[config.mk]
export PLATFORM = sky130hd
export DESIGN_NAME = stopwatch_display
export DESIGN_NICKNAME = d
export VERILOG_FILES = /design/src/rtl/stopwatch_display_pkg.sv /design/src/rtl/seg7_encode.sv /design/src/rtl/stopwatch_display.sv
export SDC_FILE = /design/constraint.sdc
export NUM_CORES = 1
export LEC_CHECK = 0
export ABC_AREA = 1
export BUFFER_PORTS_ARGS = -buffer_cell sky130_fd_sc_hd__buf_2
export CORE_MARGIN = 1.5
export CORE_UTILIZATION = 35
export DETAILED_ROUTE_END_ITERATION = 8
export MAX_ROUTING_LAYER = met4
export SLEW_MARGIN = 20
export SYNTH_ARGS = -nofsm -noshare
export SYNTH_HDL_FRONTEND = slang
export SYNTH_SLANG_ARGS = --single-unit
export TNS_END_PERCENT = 20
[constraint.sdc]
create_clock -name clk -period 3.3 [get_ports clk]
set_input_delay 0.165 -clock clk [delete_from_list [all_inputs] [get_ports clk]]
set_output_delay 0.165 -clock clk [all_outputs]
set_load 0.005 [all_outputs]
[src/rtl/stopwatch_display_pkg.sv]
// Shared constants for the stopwatch display path.
//   - Active-low 7-segment codes, {g,f,e,d,c,b,a} bit order
//   - Digit slot indices; slot 0 is the rightmost digit (an[0])
//   - blink_sel encodings
package stopwatch_display_pkg;

    localparam logic [6:0] SEG_0     = 7'b1000000;
    localparam logic [6:0] SEG_1     = 7'b1111001;
    localparam logic [6:0] SEG_2     = 7'b0100100;
    localparam logic [6:0] SEG_3     = 7'b0110000;
    localparam logic [6:0] SEG_4     = 7'b0011001;
    localparam logic [6:0] SEG_5     = 7'b0010010;
    localparam logic [6:0] SEG_6     = 7'b0000010;
    localparam logic [6:0] SEG_7     = 7'b1111000;
    localparam logic [6:0] SEG_8     = 7'b0000000;
    localparam logic [6:0] SEG_9     = 7'b0010000;
    localparam logic [6:0] SEG_DASH  = 7'b0111111;
    localparam logic [6:0] SEG_BLANK = 7'b1111111;

    localparam logic [1:0] DIG_SEC_ONES = 2'd0;
    localparam logic [1:0] DIG_SEC_TENS = 2'd1;
    localparam logic [1:0] DIG_MIN_ONES = 2'd2;
    localparam logic [1:0] DIG_MIN_TENS = 2'd3;

    localparam logic [1:0] BLINK_NONE = 2'b00;
    localparam logic [1:0] BLINK_SEC  = 2'b01;
    localparam logic [1:0] BLINK_MIN  = 2'b10;
    localparam logic [1:0] BLINK_BOTH = 2'b11;

    // Largest value a minutes/seconds field may hold before it is shown as dashes.
    localparam logic [5:0] FIELD_MAX = 6'd59;

endpackage

[src/rtl/seg7_encode.sv]
// Combinational BCD digit to active-low 7-segment code.
//   bcd  : BCD digit 0..9 (codes 10..15 render blank)
//   dash : overrides the digit with a centre-bar dash
//   seg  : {g,f,e,d,c,b,a}, active-low
module seg7_encode
    import stopwatch_display_pkg::*;
(
    input  logic [3:0] bcd,
    input  logic       dash,
    output logic [6:0] seg
);

    always_comb begin
        seg = SEG_BLANK;
        if (dash) begin
            seg = SEG_DASH;
        end else begin
            case (bcd)
                4'd0:    seg = SEG_0;
                4'd1:    seg = SEG_1;
                4'd2:    seg = SEG_2;
                4'd3:    seg = SEG_3;
                4'd4:    seg = SEG_4;
                4'd5:    seg = SEG_5;
                4'd6:    seg = SEG_6;
                4'd7:    seg = SEG_7;
                4'd8:    seg = SEG_8;
                4'd9:    seg = SEG_9;
                default: seg = SEG_BLANK;
            endcase
        end
    end

endmodule

[src/rtl/stopwatch_display.sv]
// Time-multiplexed MM:SS driver for a 4-digit common-anode 7-segment display.
//   clk       : master clock
//   rst       : synchronous reset, active-low
//   minutes   : binary minutes from the stopwatch core (>59 shows dashes)
//   seconds   : binary seconds from the stopwatch core (>59 shows dashes)
//   blink_sel : 00 none, 01 seconds, 10 minutes, 11 both
//   an        : digit enables, active-low, an[0] rightmost
//   seg       : {g,f,e,d,c,b,a}, active-low
//   dp        : decimal point (colon), active-low, lit on the minutes-ones slot
module stopwatch_display
    import stopwatch_display_pkg::*;
#(
    parameter int REFRESH_DIV = 100000,
    parameter int BLINK_DIV   = 25000000
) (
    input  logic       clk,
    input  logic       rst,
    input  logic [5:0] minutes,
    input  logic [5:0] seconds,
    input  logic [1:0] blink_sel,
    output logic [3:0] an,
    output logic [6:0] seg,
    output logic       dp
);

    localparam int RW = (REFRESH_DIV > 1) ? $clog2(REFRESH_DIV) : 1;
    localparam int BW = (BLINK_DIV > 1) ? $clog2(BLINK_DIV) : 1;
    localparam logic [RW-1:0] REFRESH_LAST = RW'(REFRESH_DIV - 1);
    localparam logic [BW-1:0] BLINK_LAST   = BW'(BLINK_DIV - 1);

    logic [RW-1:0] refresh_cnt;
    logic [BW-1:0] blink_cnt;
    logic          blink_phase;
    logic [1:0]    digit_idx;
    logic [5:0]    snap_min;
    logic [5:0]    snap_sec;

    logic          tick;
    logic          blink_toggle;
    logic          phase_next;
    logic [1:0]    idx_next;
    logic          frame_wrap;
    logic [5:0]    min_next;
    logic [5:0]    sec_next;
    logic          field_is_min;
    logic [5:0]    field_val;
    logic          field_dash;
    logic [3:0]    digit_bcd;
    logic          field_selected;
    logic          slot_blank;
    logic [3:0]    an_base;
    logic [6:0]    seg_code;

    // Everything below is evaluated for the slot being entered on the next tick,
    // so the registered outputs use the new index, new snapshot and new phase.
    always_comb begin
        tick         = (refresh_cnt == REFRESH_LAST);
        blink_toggle = (blink_cnt == BLINK_LAST);
        phase_next   = blink_toggle ? ~blink_phase : blink_phase;
        idx_next     = digit_idx + 2'd1;
        // Capturing only on the 3->0 wrap keeps all four digits of one frame coherent.
        frame_wrap   = (idx_next == DIG_SEC_ONES);
        min_next     = frame_wrap ? minutes : snap_min;
        sec_next     = frame_wrap ? seconds : snap_sec;

        field_is_min = idx_next[1];
        field_val    = field_is_min ? min_next : sec_next;
        field_dash   = (field_val > FIELD_MAX);
        digit_bcd    = idx_next[0] ? 4'(field_val / 6'd10) : 4'(field_val % 6'd10);

        field_selected = field_is_min ? blink_sel[1] : blink_sel[0];
        slot_blank     = ~phase_next & field_selected;

        an_base = 4'b1111;
        case (idx_next)
            DIG_SEC_ONES: an_base = 4'b1110;
            DIG_SEC_TENS: an_base = 4'b1101;
            DIG_MIN_ONES: an_base = 4'b1011;
            DIG_MIN_TENS: an_base = 4'b0111;
            default:      an_base = 4'b1111;
        endcase
    end

    seg7_encode u_seg7_encode (
        .bcd  (digit_bcd),
        .dash (field_dash),
        .seg  (seg_code)
    );

    always_ff @(posedge clk) begin
        if (!rst) begin
            refresh_cnt <= '0;
            blink_cnt   <= '0;
            blink_phase <= 1'b1;
            digit_idx   <= DIG_MIN_TENS;
            snap_min    <= '0;
            snap_sec    <= '0;
            an          <= 4'b1111;
            seg         <= SEG_BLANK;
            dp          <= 1'b1;
        end else begin
            refresh_cnt <= tick ? '0 : refresh_cnt + 1'b1;
            blink_cnt   <= blink_toggle ? '0 : blink_cnt + 1'b1;
            blink_phase <= phase_next;
            if (tick) begin
                digit_idx <= idx_next;
                snap_min  <= min_next;
                snap_sec  <= sec_next;
                // Blanking only gates the anode; seg/dp keep the normal code.
                an        <= slot_blank ? 4'b1111 : an_base;
                seg       <= seg_code;
                dp        <= (idx_next == DIG_MIN_ONES) ? 1'b0 : 1'b1;
            end
        end
    end

endmodule

### Yosys cells after proc, flatten, opt, wreduce, memory -nomap -nowiden

Memory sizes are Yosys's and may differ from the RTL's.
Index checks and enable logic that the tools add are counted.

* output and inout port bits: 12
* bits of input ports: 16
* memories kept: 1
* flip-flop bits (word level): 69
* memory bits (read-only): 112
* word-level logic and storage cells: 38

Memory list
* (no name shown): words 16, bits a word 7, rd ports 1, clocked after Yosys merged registers in 0, write ports 0, line seg7_encode.sv:18 `case (bcd)`

* $lt $le $gt $ge: 1
* eq/ne operators: 5
* div/mod/pow operators: 2
* multiplexer cells: 10
* add/subtract/negate cells: 3
* bitwise operators: 4
* reductions and logical operators: 3

Operators by type and width (number)
* $add 25x1->25 const B: 1
* $eq 25x25->1 const B: 1
* $mux 6: 3
* $add 17x1->17 const B: 1
* $eq 17x17->1 const B: 1
* $pmux 4 s4: 1
* $mux 4: 2
* $mux 7: 1
* $div 6x4->6 const B: 1
* $gt 6x6->1 const B: 1
* $mod 6x4->6 const B: 1
* $eq 2x2->1 const B: 2
* $reduce_or 2->1: 2
* $mux 1: 3
* $not 1->1: 3
* $add 2x1->2 const B: 1
* $eq 2x1->1 const B: 1
* $logic_not 2->1: 1
* $and 1x1->1: 1

### Logic depth before layout (Yosys ltp)

An unclocked memory read counts as a cell.

* word-level depth: 8
* mapped depth: 29
* mapped depth without buffers: 28

### Modules after synthesis

From an unflattened synthesis, not the netlist that was laid out.

* cell total of the unflattened synthesis: 514
* area total of the unflattened synthesis: 3712.3 um^2

Modules (own cells, without submodules)
* stopwatch_display: sequential area each 1381.3 um^2, cells each 481, area each 3502.1 um^2, instances 1
* seg7_encode: sequential area each 0.0 um^2, cells each 33, area each 210.2 um^2, instances 1

### Worst setup path before layout

No wires, ideal clock.

* kind: reg-to-reg
* start point: reg digit_idx[0]
* end point: reg seg[1]
* setup time: 0.109 ns
* path buffers: 2
* data arrival time: 3.266 ns
* stages on the path, launching flop included: 29
* setup slack: -0.075 ns
* period minus slack after synthesis: 3.375 ns
* required time: 3.191 ns
* cell sequence: dfxtp_1 -> buf_2 -> inv_1 -> ha_1 -> inv_2 -> buf_6 -> nand3_2 -> nand2_2 -> o21ai_2 -> nand2_2 -> ha_1 -> nand3_1 -> nand3_2 -> nand2_4 -> nand2_4 -> nand2_1 -> nand2_2 -> nand2_4 -> nand2_4 -> nand2_1 -> nand2_1 -> nand2_1 -> nand2_1 -> ha_1 -> inv_1 -> nor2_1 -> nand3b_1 -> nand2_1 -> inv_1

* longest elaborated chain between the ends: 8
* elaborated cells between the ends (all ways): 11
* classes of those cells: add/sub (1); div (2); order compare (1); mux (5); reduce/logical (1); memory (1)

RTL lines
* start: declaration: line stopwatch_display.sv:34 `logic [1:0] digit_idx;`
* start signal: assignment: line stopwatch_display.sv:106 `digit_idx <= idx_next;`
* $add 2x1->2 *: line stopwatch_display.sv:60 `idx_next = digit_idx + 2'd1;`
* net idx_next[0]: line stopwatch_display.sv:41 `logic [1:0] idx_next;`
* $logic_not 2->1: line stopwatch_display.sv:62 `frame_wrap = (idx_next == DIG_SEC_ONES);`
* $mux 6, on equally long branches: line stopwatch_display.sv:64, stopwatch_display.sv:63
* $mux 6: line stopwatch_display.sv:67 `field_val = field_is_min ? min_next : sec_next;`
* $mod 6x4->6 / $div 6x4->6 (equally long branches): line stopwatch_display.sv:69 `digit_bcd = idx_next[0] ? 4'(field_val / 6'd10) : 4'(field_val % 6'd10);`
* $mux 4: line stopwatch_display.sv:69
* $mem_v2 16x7
* $mux 7 *: line seg7_encode.sv:15 `if (dash) begin`
* end signal: assignment: line stopwatch_display.sv:111 `seg <= seg_code;`
* end: declaration: line stopwatch_display.sv:22 `output logic [6:0] seg,`

Mark *: on every way through the listed nets, which the timed path passes. The rest lies on a longest branch.
A chain may end at the register's enable or synchronous reset.

### Final worst setup path

* start point: reg digit_idx[0]
* end point: reg seg[3]

The elaborated chain is that of the path after synthesis.

==> results.md <==
- I/O Buffers: 27
- Synthesized cell area: 3680 um2
- CP Data Arrival Time: 3.42 ns
- Tmin final: 3.187 ns
- Leading area contributor after synthesis: dfxtp_1
- Worst Path Required: 3.54 ns
- Congestion Overflow GR: 0
- Final hold slack: 0.04281 ns
- Post-DRT Antenna Nets: 0
- Clk slew on worst S/H paths: 0.08 ns
- DR vias/cell: 4.664
- Highest routed layer: met4
- Final total power: 1890 uW
- Die width: 105.5 um
- Max incr delay on CP: 0.39 ns
- Final Cycle Share: 96.57%
- Core area: 10280 um2
- Nets: 581
- Gate Count Post-Synth: 508
- Wire length on met3: 251 um
- Met2 Routed Length: 3410 um
- Num rows: 37
- H-tree depth: 3
- HPWL after DPL: 5642 um
- Vias in the first global route: 2822
- Crit Path Class: flop to flop
- Slew margin rel.: 47.90%
- CTS root buffer: clkbuf_8
- Max cap viols: 0
- DR iter-0 viols: 133
- Placed Area: 3985 um2
- CP top delay family: simple AND/OR/NAND/NOR gates
- LEAKAGE: 0.001753 uW
- Most frequent cell after synthesis: nand2_1
- Clock share of power: 41.8%
- DR WL/cell: 11.22 um
- Worst clock skew: 0.01333 ns
- Layout cell share with drive strength beyond 1: 21.08%
- Max clock buf depth: 2
- Wl on met1: 4055 um
- Top FF cell, synth: dfxtp_1
- Die Height: 105.5 um
- Clk_lat worst skew: 0.35 ns
- Logic pwr share: 13.8%
- FMAX: 313.8 MHz
- Die area: 11140 um2
- First-pass GRT wire length: 12780 um
- Crit path launch type: flop
- Tightest Pin Transition: 0.7796 ns
- Largest net degree at the start of global routing: 25
- First-pass DRT Iterations: 4
- Switching power: 519.6 uW
- Number of synthesized flops with an enable pin: 0
- Initial core utilization: 35.80%
- Synth Net Count: 539
- Final Setup Violations: 0
- Synth cell count leaders: nand2_1 (108), nor2_1 (71), dfxtp_1 (69), inv_1 (54), nand3_1 (29)
- Flop pwr share: 44.4%
- Total GRT Usage: 14.52%
- CTS tree: done
- Final hold violation count: 0
- Num CTS Buffers: 9
- Status: finished clean
- Int Power: 1371 uW
- Slowest cell on crit path: dfxtp_4
- Clock sink count: 69
- CP bufs+invs: 3
- Remaining DRCs: 0
- Synth cell types: 37
- Final Slew Violations: 0
- DR vias: 3223
- Synth area leaders: dfxtp_1 (38%), nand2_1 (11%), nor2_1 (7.2%), inv_1 (5.5%), ha_1 (5.1%)
- Initial antenna violation count: 0
- DRT Wirelength: 7751 um
- # diodes: 0
- Yosys warns: 0
- Crit end category: flop
- Sw Ratio: 27.49%
- Maximum fanout along the worst path: 10
- Maximum VDD drop: 204.8 uV
- Synthesized area per cell: 7.244 um2
- Final Instance Area: 4364 um2
- Synthesis-stage register bit count: 69
- Area growth syn-to-layout: 18.60%
- Seq/Total Area, Yosys: 37.54%
- Gpl congestion: 0.8232
- IO Pins: 28
- RSZ-0062 raised after global routing: yes
- Yosys top cell area share: 37.54%
- Async SR Flop Fraction: 0%
- Worst min path class: primary input to flop
- PwrDens: 433.2 nW/um2
==> kinds of logic after synthesis <==
group,synth area share (%)
xor gates and xnor gates,2.618
buffers and inverters,7.684
adders and majority gates,5.100
muxes,0.6120
AOI/OAI and AO/OA,8.977
DFF,37.54
and+or+nand+nor,37.47
==> layout by cell type, fill, tap and decap left out, types with 2 or more instances in the layout <==
master     netlist  layout
nor4_1           3       3
xor2_1           7       7
nand4_1          6       6
nand2_2         18      20
nor3_2           2       2
a22o_1           5       5
nor3b_1         10      10
o21ai_2          2       3
o21bai_1         3       3
buf_2            1      27
bufinv_16        0       2
a21oi_1         16      16
xnor2_1          4       4
inv_2            4       5
buf_4            0      14
o21ai_1          6       5
inv_1           54      51
o21ai_0          7       7
nand2_1        108     104
dfxtp_4          0       2
nor2_1          71      71
nand3_1         29      28
ha_1            15      12
o22ai_1          3       3
nand2_4          6       8
a31oi_1          7       7
ha_4             0       3
clkinv_4         0       3
nor3_1          23      23
inv_8            0       2
clkbuf_8         0       9
nand3b_1         3       3
nand3_2          5       6
dfxtp_1         69      67
o21a_4           0       2
or2_2            3       3
==> per-layer routing <==
| metal | up-vias | global-route usage, % |
|---|---|---|
| li1 | 1729 | - |
| met1 | 1430 | 19.48 |
| met2 | 61 | 21.90 |
| met3 | 3 | 3.711 |
| met4 | 0 | 3.571 |
| met5 | - | - |
==> timing repair <==
action	4_1_cts	5_1_grt
resized for setup	5	22
hold buffers	0	0
pin swaps	0	9
setup endpoints to repair	4	7
buffers inserted	0	8
==> stage by stage <==
step | TNS [ns] | setup slack [ns] | utilization [%] | instances
2_1_floorplan | 0 | 0.003001 | - | 508
3_3_place_gp | 0 | 0.1084 | 38.78 | 667
3_5_place_dp | -0.05873 | -0.03337 | 38.78 | 667
4_1_cts | 0 | 0.01592 | 41.12 | 683
5_1_grt | -0.4061 | -0.09117 | 42.46 | 691
6_report | 0 | 0.1132 | 42.46 | 691
==> final cells by class <==
cell class / count / area (um2)
clock buffers: 9 / 123.9
clock inverters: 7 / 106.4
fillers: 1067 / 5913
inverters: 58 / 227.7
multi-input cells: 370 / 2096
flip-flops and latches: 69 / 1389
well taps: 136 / 170.2
repair buffers: 42 / 251.5
==> final timing paths <==
check | from | end | slack [ns] | depth (start not counted)
setup / recovery | digit_idx[0]$_SDFFE_PN1P_ | seg[3]$_SDFFE_PN1P_ | 0.11 | 26
hold / removal | rst | blink_phase$_SDFF_PN1_ | 0.04 | 2
setup reg to reg | digit_idx[0]$_SDFFE_PN1P_ | seg[3]$_SDFFE_PN1P_ | 0.11 | 26
hold reg to reg | refresh_cnt[0]$_SDFF_PP0_ | refresh_cnt[0]$_SDFF_PP0_ | 0.45 | 1
==> power by group through the flow <==
stage	Sequential [uW]	Combinational, uW	Clock [uW]
global placement	861	229	0
floorplan	861	186	0
finish	840	261	789
detailed placement	861	232	0
global route	841	291	853
CTS	842	233	817
==> sequential cells by signal, indices dropped and copies added (netlist names) <==
register     count
dp               1
seg              7
blink_cnt       25
an               4
digit_idx        2
refresh_cnt     17
snap_min         6
blink_phase      1
snap_sec         6
(Power assumes the default switching activity.)
